===== src/rtl/light_pwm_driver_pkg.sv =====
// Shared encodings for the light-mode interface and the brightness ramp FSM.
// The light FSM imports the same mode encodings as this driver.
package light_pwm_driver_pkg;

   typedef enum logic [1:0] {
      LIGHT_OFF  = 2'b00,
      LIGHT_LOW  = 2'b01,
      LIGHT_MID  = 2'b10,
      LIGHT_HIGH = 2'b11
   } light_mode_t;

   typedef enum logic [1:0] {
      IDLE = 2'b00,
      UP   = 2'b01,
      DOWN = 2'b10
   } ramp_state_t;

   // Counter width able to hold 0..n-1, never narrower than one bit.
   function automatic int cnt_width(input int n);
      return (n <= 2) ? 1 : $clog2(n);
   endfunction

endpackage


===== src/rtl/light_pwm_driver_pwm_gen.sv =====
// PWM generator: period of 2^PWM_BITS-1 clocks, duty re-latched only at the
// period boundary so a level change never cuts a period short or stretches it.
module light_pwm_driver_pwm_gen #(
   parameter int PWM_BITS = 8
) (
   input  logic                i_clk,
   input  logic                i_reset,
   input  logic [PWM_BITS-1:0] i_duty,
   output logic                o_led
);

   localparam int CNT_MAX_I = (1 << PWM_BITS) - 2;
   localparam logic [PWM_BITS-1:0] CNT_MAX = PWM_BITS'(CNT_MAX_I);

   logic [PWM_BITS-1:0] cnt_q, cnt_d;
   logic [PWM_BITS-1:0] duty_q, duty_d;
   logic                led_q, led_d;

   // The compare uses next-cycle values so o_led lines up with the counter.
   always_comb begin
      cnt_d  = cnt_q + 1'b1;
      duty_d = duty_q;
      if (cnt_q == CNT_MAX) begin
         cnt_d  = '0;
         duty_d = i_duty;
      end
      led_d = (cnt_d < duty_d);
   end

   always_ff @(posedge i_clk) begin
      if (!i_reset) begin
         cnt_q  <= '0;
         duty_q <= '0;
         led_q  <= 1'b0;
      end else begin
         cnt_q  <= cnt_d;
         duty_q <= duty_d;
         led_q  <= led_d;
      end
   end

   assign o_led = led_q;

endmodule


===== src/rtl/light_pwm_driver.sv =====
// Drives the board LED from the 2-bit light mode, fading one duty step per
// tick toward the level of the current mode.
module light_pwm_driver
   import light_pwm_driver_pkg::*;
#(
   parameter int PWM_BITS = 8,
   parameter int STEP_DIV = 100000,
   parameter int LVL_LOW  = 64,
   parameter int LVL_MID  = 128,
   parameter int LVL_HIGH = 255
) (
   input  logic                i_clk,
   input  logic                i_reset,
   input  logic [1:0]          i_light,
   output logic                o_led,
   output logic [PWM_BITS-1:0] o_level,
   output logic                o_busy
);

   localparam int SW = cnt_width(STEP_DIV);
   localparam logic [SW-1:0] STEP_LAST = SW'(STEP_DIV - 1);

   logic [SW-1:0]       step_cnt_q, step_cnt_d;
   logic                tick;
   logic [PWM_BITS-1:0] target;
   logic [PWM_BITS-1:0] level_q, level_d;
   ramp_state_t         state_q, state_d;
   logic                busy_q, busy_d;

   always_comb begin
      target = '0;
      case (light_mode_t'(i_light))
         LIGHT_OFF:  target = '0;
         LIGHT_LOW:  target = PWM_BITS'(LVL_LOW);
         LIGHT_MID:  target = PWM_BITS'(LVL_MID);
         LIGHT_HIGH: target = PWM_BITS'(LVL_HIGH);
         default:    target = '0;
      endcase
   end

   always_comb begin
      tick       = (step_cnt_q == STEP_LAST);
      step_cnt_d = tick ? '0 : step_cnt_q + 1'b1;
   end

   // Steps are gated by the live target as well as the state, so a target
   // that moved this cycle can never receive a stale step.
   always_comb begin
      level_d = level_q;
      if (tick) begin
         if (state_q == UP && level_q < target) begin
            level_d = level_q + 1'b1;
         end else if (state_q == DOWN && level_q > target) begin
            level_d = level_q - 1'b1;
         end
      end
      state_d = IDLE;
      if (level_d < target) begin
         state_d = UP;
      end else if (level_d > target) begin
         state_d = DOWN;
      end
      busy_d = (state_d != IDLE);
   end

   always_ff @(posedge i_clk) begin
      if (!i_reset) begin
         step_cnt_q <= '0;
         level_q    <= '0;
         state_q    <= IDLE;
         busy_q     <= 1'b0;
      end else begin
         step_cnt_q <= step_cnt_d;
         level_q    <= level_d;
         state_q    <= state_d;
         busy_q     <= busy_d;
      end
   end

   light_pwm_driver_pwm_gen #(
      .PWM_BITS(PWM_BITS)
   ) u_pwm_gen (
      .i_clk  (i_clk),
      .i_reset(i_reset),
      .i_duty (level_q),
      .o_led  (o_led)
   );

   assign o_level = level_q;
   assign o_busy  = busy_q;

endmodule


===== config.mk =====
export PLATFORM = sky130hd
export DESIGN_NAME = light_pwm_driver
export DESIGN_NICKNAME = d
export VERILOG_FILES = /design/src/rtl/light_pwm_driver_pkg.sv /design/src/rtl/light_pwm_driver_pwm_gen.sv /design/src/rtl/light_pwm_driver.sv
export SDC_FILE = /design/constraint.sdc
export NUM_CORES = 1
export LEC_CHECK = 0
export BUFFER_PORTS_ARGS = -buffer_cell sky130_fd_sc_hd__buf_2
export CORE_MARGIN = 2
export CORE_UTILIZATION = 50
export CTS_CLUSTER_SIZE = 8
export DETAILED_ROUTE_END_ITERATION = 10
export PLACE_DENSITY = 0.77
export SYNTH_ARGS = -nofsm -noshare
export SYNTH_HDL_FRONTEND = slang
export SYNTH_SLANG_ARGS = --single-unit

===== constraint.sdc =====
create_clock -name i_clk -period 12.8 [get_ports i_clk]
set_clock_uncertainty 0.2 [all_clocks]
set_input_delay 1.92 -clock i_clk [delete_from_list [all_inputs] [get_ports i_clk]]
set_output_delay 1.92 -clock i_clk [all_outputs]
set_load 0.02 [all_outputs]

==> results.yml <==
sta:
  fmaxAchievable_mhz: 158
  finalWorstSetupSlack_ns: 6.48
  setup_viol: 0
  worstMarginPinSlew_ns: 1.07
  post-route-min-period_ns: 6.32
  final_max_slew_viol_count: 0
  hold_viol: 0
  finalCritPeriodShare_pct: 49.3
  fin_tns_setup_ns: 0
  slew_headroom_pct: 28.8
  holdWs_ns: 0.252
  rsz0062_at_grt: "false"
final_layout:
  layout_commonest_cell: "dfxtp_1"
  num_antenna_cells: 0
  fin_cells: 383
  finalNetCount: 342
  final_cell_mix: "45 x dfxtp_1, 26 x nor2_1, 26 x ha_1, 21 x and2_1, 17 x xor2_1"
  synthToLayoutAreaGrowth_pct: 6.76
  post-route-util_pct: 56.1
  drive_gt1_share_pct: 11.5
die:
  core_area_sq_um: 5170
  dieArea_sq_um: 6050
  num_rows: 26
  start_util_pct: 52.6
  die_y_um: 77.8
  io_pins: 14
  die_x_um: 77.8
cts:
  cts_made_buffers: 5
  clock-sinks: 45
  cts_tree: "done"
  htree_levels: 2
  cts_setup_buffers: 0
  ctsLongestPathBuffers: 2
  cts.repair.resized: 0
  ctsHoldBuffers: 0
  cts_root_buffer: "clkbuf_8"
  clk_latency_ns: 0.30
  cts.clk_slew.worst_paths_ns: 0.08
route:
  wl_per_cell_um: 14.1
  drt-vias-per-instance: 5.57
  first_pass_iters: 4
  drc: 0
  wirelength_mm: 5.40
  antenna_left: 0
  initialDrtViolationCount: 91
  vias: 2132
worst_setup_path:
  critPathMaxFanout: 13
  reg2reg_slack_ns: 8.22
  critPathKind: "in -> reg"
  critPathLaunchType: "input port"
  cp-end-kind: "register"
  critPathRequiredTime_ns: 12.79
  cp_data_arrival_time_ns: 6.31
grt:
  gr-usage-all-layers_pct: 19.6
  grt-ovfl-total: 0
  antenna_found_initial: 0
  grt_pass1_wl_mm: 9.55
  grt_pass1_vias: 2118
  grt_max_degree: 33
place:
  port_buffers: 13
  place_ws_ns: 6.35
  gp_congestion: 0.873
  place_hpwl_mm: 3.89
  dp_cells: 375
pwr:
  leakagePower_nw: 1.29
  power_density_nw_per_um2: 87.0
  ir_drop_v: 0.0000814
yosys:
  ys_types: 45
  synth_edf_count: 0
  ys.flop_type: "dfxtp_1"
  ys_ff_latch: 45
  yosysSeqAreaShare_pct: 33.1
  avgSynthCellArea_sq_um: 8.98
  synthesis.area_sq_um: 2720
  syn_inst: 303
  synth_warnings: 0
  syn-num-nets: 333
  async_flop_share_pct: 0
outcome:
  status: "completed"
min_path:
  hold_class: "reg -> reg"
job:
  max_cap_violations: 0
state kept, by name, summed over array words and instances (netlist names):
name	cells
o_busy	1
o_level	8
state_q	2
step_cnt_q	17
u_pwm_gen.cnt_q	8
u_pwm_gen.duty_q	8
u_pwm_gen.o_led	1
cells in the mapped netlist (2+ instances only):
| cell type | instances | area, sq um |
|---|---|---|
| nand4bb_2 | 2 | 32.5 |
| and2_1 | 21 | 131 |
| nor3b_1 | 2 | 15.0 |
| a21oi_1 | 14 | 70.1 |
| or4_1 | 4 | 30.0 |
| nor2_1 | 26 | 97.6 |
| or3_1 | 5 | 31.3 |
| inv_1 | 14 | 52.6 |
| mux2i_1 | 8 | 80.1 |
| and3_1 | 7 | 43.8 |
| or2_2 | 3 | 18.8 |
| and4_1 | 3 | 26.3 |
| a211oi_1 | 6 | 45.0 |
| xnor2_1 | 8 | 70.1 |
| nand4_1 | 15 | 93.8 |
| xor2_1 | 17 | 149 |
| o21a_1 | 2 | 15.0 |
| ha_1 | 26 | 325 |
| nor3_1 | 3 | 15.0 |
| nor2b_1 | 8 | 50.1 |
| or4b_2 | 2 | 20.0 |
| nand3_1 | 10 | 50.1 |
| a21o_1 | 5 | 37.5 |
| clkbuf_1 | 9 | 33.8 |
| o21ai_0 | 6 | 30.0 |
| dfxtp_1 | 45 | 901 |
| nand2_1 | 14 | 52.6 |
layer usage:
layer,GRT usage [%],vias up,share of wire (%)
met3,4.53,12,3.6
met5,0,-,0
met4,9.11,0,2.4
met2,32.1,43,47
met1,24.3,982,47
li1,-,1095,-
final timing paths:
| path | cells past startpoint | from | end |
|---|---|---|---|
| worst max register to register | 13 | o_level[2] | state_q[1] |
| worst max-delay path | 17 | i_light[0] | state_q[1] |
| worst min-delay path | 1 | step_cnt_q[0] | step_cnt_q[0] |
| worst min register to register | 1 | step_cnt_q[0] | step_cnt_q[0] |
per-stage QoR:
stage	power, W	area [sq um]
global route	0.000267	2900
finish	0.000253	2900
detailed placement	0.000170	2820
CTS	0.000257	2900
floorplan	0.000165	2720
global placement	0.000169	2820
power by group:
part	total [W]	switching, W	internal [W]
Clock	0.0000859	0.0000473	0.0000387
Sequential	0.000144	0.00000212	0.000142
Combinational	0.0000223	0.0000127	0.00000953
Total	0.000253	0.0000621	0.000191
cell families after synthesis:
group           share of synthesized area (%)
fa+ha+maj                                12.0
xor+xnor                                 8.05
buf+inv                                  3.86
simple gates                             27.9
compound gates                           10.9
flops                                    33.1
mux                                      4.19
area by class of cell:
type	instances	area, sq um
clock buffer	7	76.3
clock inverter	1	7.51
fill	469	2270
inverter	14	52.6
multi-input combinational	233	1710
sequential	45	901
tap	70	87.6
timing repair buffer	13	65.1
critical path: stages:
cell and delay [ns]:
buf_2 0.10, inv_1 0.07, nor2_1 0.23, inv_1 0.21, ha_1 0.35, a21oi_1 0.13
o221ai_1 0.19, a2111oi_2 0.99, a21oi_1 0.30, a211oi_1 0.35, xor2_1 0.26, ha_1 0.30
a21o_1 0.17, a21o_1 0.17, a21oi_1 0.27, inv_1 0.07, o221a_1 0.23
(Power assumes the default switching activity.)
